===== config.mk =====
export PLATFORM = sky130hd
export DESIGN_NAME = uart_rx_ctrl
export DESIGN_NICKNAME = d
export VERILOG_FILES = /design/src/rtl/uart_pkg.sv /design/src/rtl/uart_baud_gen.sv /design/src/rtl/uart_rx_ctrl.sv
export SDC_FILE = /design/constraint.sdc
export NUM_CORES = 1
export LEC_CHECK = 0
export ABC_AREA = 1
export BUFFER_PORTS_ARGS = -buffer_cell sky130_fd_sc_hd__buf_2
export CORE_MARGIN = 5
export CORE_UTILIZATION = 64
export CTS_CLUSTER_DIAMETER = 100
export DETAILED_ROUTE_END_ITERATION = 12
export PLACE_DENSITY = 0.83
export RECOVER_POWER = 100
export SYNTH_ARGS = -nofsm -noshare
export SYNTH_HDL_FRONTEND = slang
export SYNTH_HIERARCHICAL = 1
export SYNTH_SLANG_ARGS = --single-unit

===== constraint.sdc =====
create_clock -name clk -period 3.3 [get_ports clk]
set_clock_uncertainty 0.1 [all_clocks]
set_input_delay 0.165 -clock clk [delete_from_list [all_inputs] [get_ports clk]]
set_output_delay 0.165 -clock clk [all_outputs]
set_load 0.05 [all_outputs]

===== src/rtl/uart_pkg.sv =====
// Shared types and constants for the UART controller family.
package uart_pkg;

   typedef enum logic [1:0] {
      OFF   = 2'd0,
      RUN   = 2'd1,
      DRAIN = 2'd2
   } ctrl_state_t;

   localparam int UART_OVERSAMPLE = 16;
   localparam logic [15:0] DEFAULT_DIVISOR = 16'd1;

endpackage


===== src/rtl/uart_baud_gen.sv =====
// Oversample tick generator: one-cycle tick every max(divisor,1) clocks while run is high.
module uart_baud_gen #(
   parameter int DIV_W = 16
) (
   input  logic             clk,
   input  logic             rst_n,
   input  logic             run,
   input  logic [DIV_W-1:0] divisor,
   output logic             tick
);

   logic [DIV_W-1:0] cnt_reg;
   logic [DIV_W-1:0] reload;

   // The divisor is only sampled at reload, so a change never truncates a period in flight.
   assign reload = (divisor == '0) ? '0 : divisor - 1'b1;
   assign tick   = run && (cnt_reg == '0);

   always_ff @(posedge clk or negedge rst_n) begin
      if (!rst_n) begin
         cnt_reg <= '0;
      end else if (!run) begin
         cnt_reg <= '0;
      end else if (cnt_reg == '0) begin
         cnt_reg <= reload;
      end else begin
         cnt_reg <= cnt_reg - 1'b1;
      end
   end

endmodule


===== src/rtl/uart_rx_ctrl.sv =====
// Receiver sequencer: owns rx enable and baud tick, buffers bytes in a FWFT FIFO,
// and reports overflow and idle-line timeout.
module uart_rx_ctrl
   import uart_pkg::*;
#(
   parameter int DEPTH        = 8,
   parameter int CNT_W        = $clog2(DEPTH) + 1,
   parameter int DIV_W        = 16,
   parameter int OVERSAMPLE   = uart_pkg::UART_OVERSAMPLE,
   parameter int TIMEOUT_BITS = 40
) (
   input  logic             clk,
   input  logic             rst_n,
   input  logic             ena,
   input  logic [DIV_W-1:0] divisor,
   input  logic             flush,
   input  logic             ovf_clr,
   output logic             rx_enable,
   output logic             baud_tick,
   input  logic [7:0]       rx_data,
   input  logic             rx_valid,
   input  logic             rd_en,
   output logic [7:0]       rd_data,
   output logic             rd_empty,
   output logic [CNT_W-1:0] rd_count,
   output logic             overflow,
   output logic             timeout
);

   localparam int PTR_W    = $clog2(DEPTH);
   localparam int TO_LIMIT = TIMEOUT_BITS * OVERSAMPLE;
   localparam int TO_W     = $clog2(TO_LIMIT + 1);

   ctrl_state_t      state_reg, state_next;
   logic             rx_enable_reg;
   logic [7:0]       mem [DEPTH];
   logic [PTR_W-1:0] wr_ptr_reg, rd_ptr_reg;
   logic [CNT_W-1:0] count_reg;
   logic             overflow_reg;
   logic [TO_W-1:0]  to_cnt_reg;

   logic empty, full, push, pop, push_ok, drop, to_clear, to_sat;

   assign empty    = (count_reg == '0);
   assign full     = (count_reg == CNT_W'(DEPTH));
   assign push     = rx_valid && (state_reg == RUN);
   assign pop      = rd_en && !empty;
   // A push into a full FIFO still lands when the head leaves in the same cycle.
   assign push_ok  = push && (!full || pop);
   assign drop     = push && full && !pop && !flush;
   assign to_clear = push_ok || pop || flush || empty;
   assign to_sat   = (to_cnt_reg >= TO_W'(TO_LIMIT));

   always_ff @(posedge clk or negedge rst_n) begin
      if (!rst_n) begin
         state_reg     <= OFF;
         rx_enable_reg <= 1'b0;
      end else begin
         state_reg     <= state_next;
         rx_enable_reg <= (state_reg == RUN);
      end
   end

   always_comb begin
      state_next = state_reg;
      case (state_reg)
         OFF:     if (ena) state_next = RUN;
         RUN:     if (!ena) state_next = empty ? OFF : DRAIN;
         DRAIN: begin
            if (ena)        state_next = RUN;
            else if (empty) state_next = OFF;
         end
         default: state_next = OFF;
      endcase
   end

   uart_baud_gen #(.DIV_W(DIV_W)) u_baud_gen (
      .clk     (clk),
      .rst_n   (rst_n),
      .run     (state_reg == RUN),
      .divisor (divisor),
      .tick    (baud_tick)
   );

   always_ff @(posedge clk) begin
      if (push_ok && !flush) begin
         mem[wr_ptr_reg] <= rx_data;
      end
   end

   always_ff @(posedge clk or negedge rst_n) begin
      if (!rst_n) begin
         wr_ptr_reg <= '0;
         rd_ptr_reg <= '0;
         count_reg  <= '0;
      end else if (flush) begin
         wr_ptr_reg <= '0;
         rd_ptr_reg <= '0;
         count_reg  <= '0;
      end else begin
         if (push_ok) wr_ptr_reg <= wr_ptr_reg + 1'b1;
         if (pop)     rd_ptr_reg <= rd_ptr_reg + 1'b1;
         if (push_ok && !pop)      count_reg <= count_reg + 1'b1;
         else if (pop && !push_ok) count_reg <= count_reg - 1'b1;
      end
   end

   always_ff @(posedge clk or negedge rst_n) begin
      if (!rst_n) begin
         overflow_reg <= 1'b0;
      end else if (drop) begin
         overflow_reg <= 1'b1;
      end else if (ovf_clr) begin
         overflow_reg <= 1'b0;
      end
   end

   // Counts idle ticks with data pending; ticks only exist in RUN, so it freezes elsewhere.
   always_ff @(posedge clk or negedge rst_n) begin
      if (!rst_n) begin
         to_cnt_reg <= '0;
      end else if (to_clear) begin
         to_cnt_reg <= '0;
      end else if (baud_tick && !to_sat) begin
         to_cnt_reg <= to_cnt_reg + 1'b1;
      end
   end

   assign rx_enable = rx_enable_reg;
   assign rd_data   = mem[rd_ptr_reg];
   assign rd_empty  = empty;
   assign rd_count  = count_reg;
   assign overflow  = overflow_reg;
   assign timeout   = to_sat;

endmodule


==> reports/qor.yml <==
die-width_um: 102
avgSynthCellArea_sq_um: 9.34
finalCritPeriodShare_pct: 85.4
initial_core_util_pct: 65.6
tightest_slew_ns: 2.19
cp_data_required_time_ns: 3.03
dr.pass1.iters: 5
grt_pass1_wl_mm: 18.6
synth_edf_count: 64
nets: 684
crit_fanout: 34
io_pins: 48
dpl_cell_area_sq_um: 5740
ys_seq_area_share_pct: 54.3
clk_latency_ns: 0.37
gp_congestion: 0.884
p_leak_nw: 2.49
syn_inst: 577
min_period_ns: 2.82
cp.arrival_ns: 2.55
hold_violations: 0
critPathKind: "reg -> out"
cp.depth: 6
outcome: "finished, violations left"
drive_gt1_share_pct: 11.7
max-slew-margin-rel_pct: -46.0
setup_viol: 0
syn_nets: 618
total_power_mw: 4.37
via_per_inst: 5.61
critical_path_buf_inv_count: 2
antenna_found_initial: 0
clockBufferDepth: 2
tns_ns: 0
detail_route.iter0.violations: 166
cap_viol_max_count: 1
die-area_sq_um: 10400
grt_pass1_vias: 4159
largest_reg_flops: 64
final.fill_count: 640
grt_overflow: 0
route.detailed.drc: 0
violations: "capacitance limit, slew limit"
max_freq_mhz: 355
fin_hold_ws_ns: 0.0164
synthFlopType: "edfxtp_1"
numPortBuffers: 47
rsz0062_at_grt: "no"
h-tree-depth: 3
max_stage_delay_ns: 0.60
drv_slew: 41
cts_sinks: 104
cts_root_buf: "clkbuf_8"
diodes: 0
ys_seq_elements: 104
syn_to_final_growth_pct: 10.5
ir_drop_uv: 375
whs_path_depth: 3
wl_mm: 11.3
final_common_cell: "nand2_1"
numCtsBuffers: 9
rows: 33
synth_warnings: 6
power_density_nw_per_um2: 735
fp.dieH_um: 102
path_delay_family: "buffers and inverters"
place_ws_ns: 1.09
reg2regPathDepth: 8
path_cells: "inv_2 > nor2_1 > o32ai_1 > nand2_1 > nand2_1 > clkbuf_1"
core-area_sq_um: 8220
crit_top_cell: "nand2_1"
dpl.hpwl_mm: 7.75
synth_area_sq_um: 5390
hp-class: "in -> reg"
fin_ws_ns: 0.482
cts_tree: "yes"
yosysUniqueCellTypes: 38
critPathCaptureType: "primary output"
route.vias.total: 4222
critPathSlowestCell: "dfrtp_1"
grtUsageTotal_pct: 23.0
final_area_sq_um: 5950
cp-start-kind: "flop"
async_reset_ff_share_pct: 38.5
clk_pin_slew_ns: 0.11
final_antenna_net_count: 0
grt_max_degree: 41
ctsResizeCount: 0
layout_common_cells: "108 x nand2_1, 105 x nor2_1, 64 x edfxtp_1"
wl_per_cell_um: 15.0
worst paths after layout:
kind | start | to | slack (ns)
max in group asynchronous | rst_n | rd_ptr_reg[1] | 0.99
setup / recovery | rd_ptr_reg[0] | rd_data[6] | 0.48
min in group asynchronous | rst_n | u_baud_gen/cnt_reg[0] | 0.85
hold / removal | rd_en | rd_ptr_reg[0] | 0.02
hold reg to reg | state_reg[1] | state_reg[0] | 0.39
setup reg to reg | state_reg[1] | mem[7][7] | 0.61
cell type report:
| cell class | count | area (sq um) | share of cell area [%] |
|---|---|---|---|
| multi-input combinational | 397 | 2080 | 34.9 |
| clock buffer | 9 | 124 | 2.08 |
| inverter | 65 | 245 | 4.12 |
| tap | 105 | 131 | 2.21 |
| timing repair buffer | 66 | 365 | 6.14 |
| clock inverter | 7 | 85.1 | 1.43 |
| sequential | 104 | 2920 | 49.1 |
power by group:
group / internal [mW] / switching (mW) / leakage (nW)
combinational: 0.577 / 1.31 / 1.27
clock: 0.304 / 0.491 / 0.101
sequential: 1.51 / 0.180 / 1.12
total: 2.39 / 1.98 / 2.49
worst reg2reg max path: cells and delay by family, from the launching register on:
family	cells	cell delay, ns
simple gates	6	1.36
buf+inv	2	0.49
flops	1	0.40
cells by family (layout without fill, tap and decap cells):
family	count (synthesis)	after routing	share of synthesized area (%)
xor gates and xnor gates	17	17	2.76
AOI/OAI and AO/OA	73	73	8.22
DFF	104	104	54.3
and+or+nand+nor	297	297	26.8
buffers and inverters	76	147	5.46
adders and majority gates	10	10	2.46
cell usage after synthesis, drive strengths merged, types with 2 or more instances:
library cell | n | area (sq um)
nor3 | 12 | 70.1
nand4 | 7 | 58.8
xnor2 | 6 | 52.6
dfrtp | 40 | 1000
o21ai | 42 | 218
buf | 6 | 30.0
xor2 | 11 | 96.3
inv | 63 | 236
ha | 9 | 113
nor2 | 117 | 542
nand3 | 40 | 248
or2 | 2 | 12.5
nand3b | 2 | 15.0
o32ai | 16 | 140
clkinv | 2 | 8.75
edfxtp | 64 | 1920
nand2 | 116 | 493
a21oi | 12 | 63.8
clkbuf | 5 | 18.8
metrics by stage:
stage	utilization, %	instances
after floorplan	-	577
after global placement	69.9	723
after detailed placement	69.9	723
after CTS	74.1	753
after global routing	72.4	753
final	72.4	753
per-layer routing:
layer | share of wire, % | wire length [um] | global-route usage (%) | vias up
li1 | - | - | - | 2053
met1 | 42 | 4730 | 28.2 | 2005
met2 | 51 | 5760 | 41.6 | 147
met4 | 1.5 | 172 | 6.95 | 0
met3 | 5.6 | 631 | 3.72 | 17
met5 | 0 | 0 | 0 | -
timing repair:
| item | in CTS | in global routing |
|---|---|---|
| setup buffers | 0 | 0 |
| hold buffers | 14 | 0 |
| endpoints found under the hold margin | 110 | 0 |
Power figures use the tool's default switching activity.
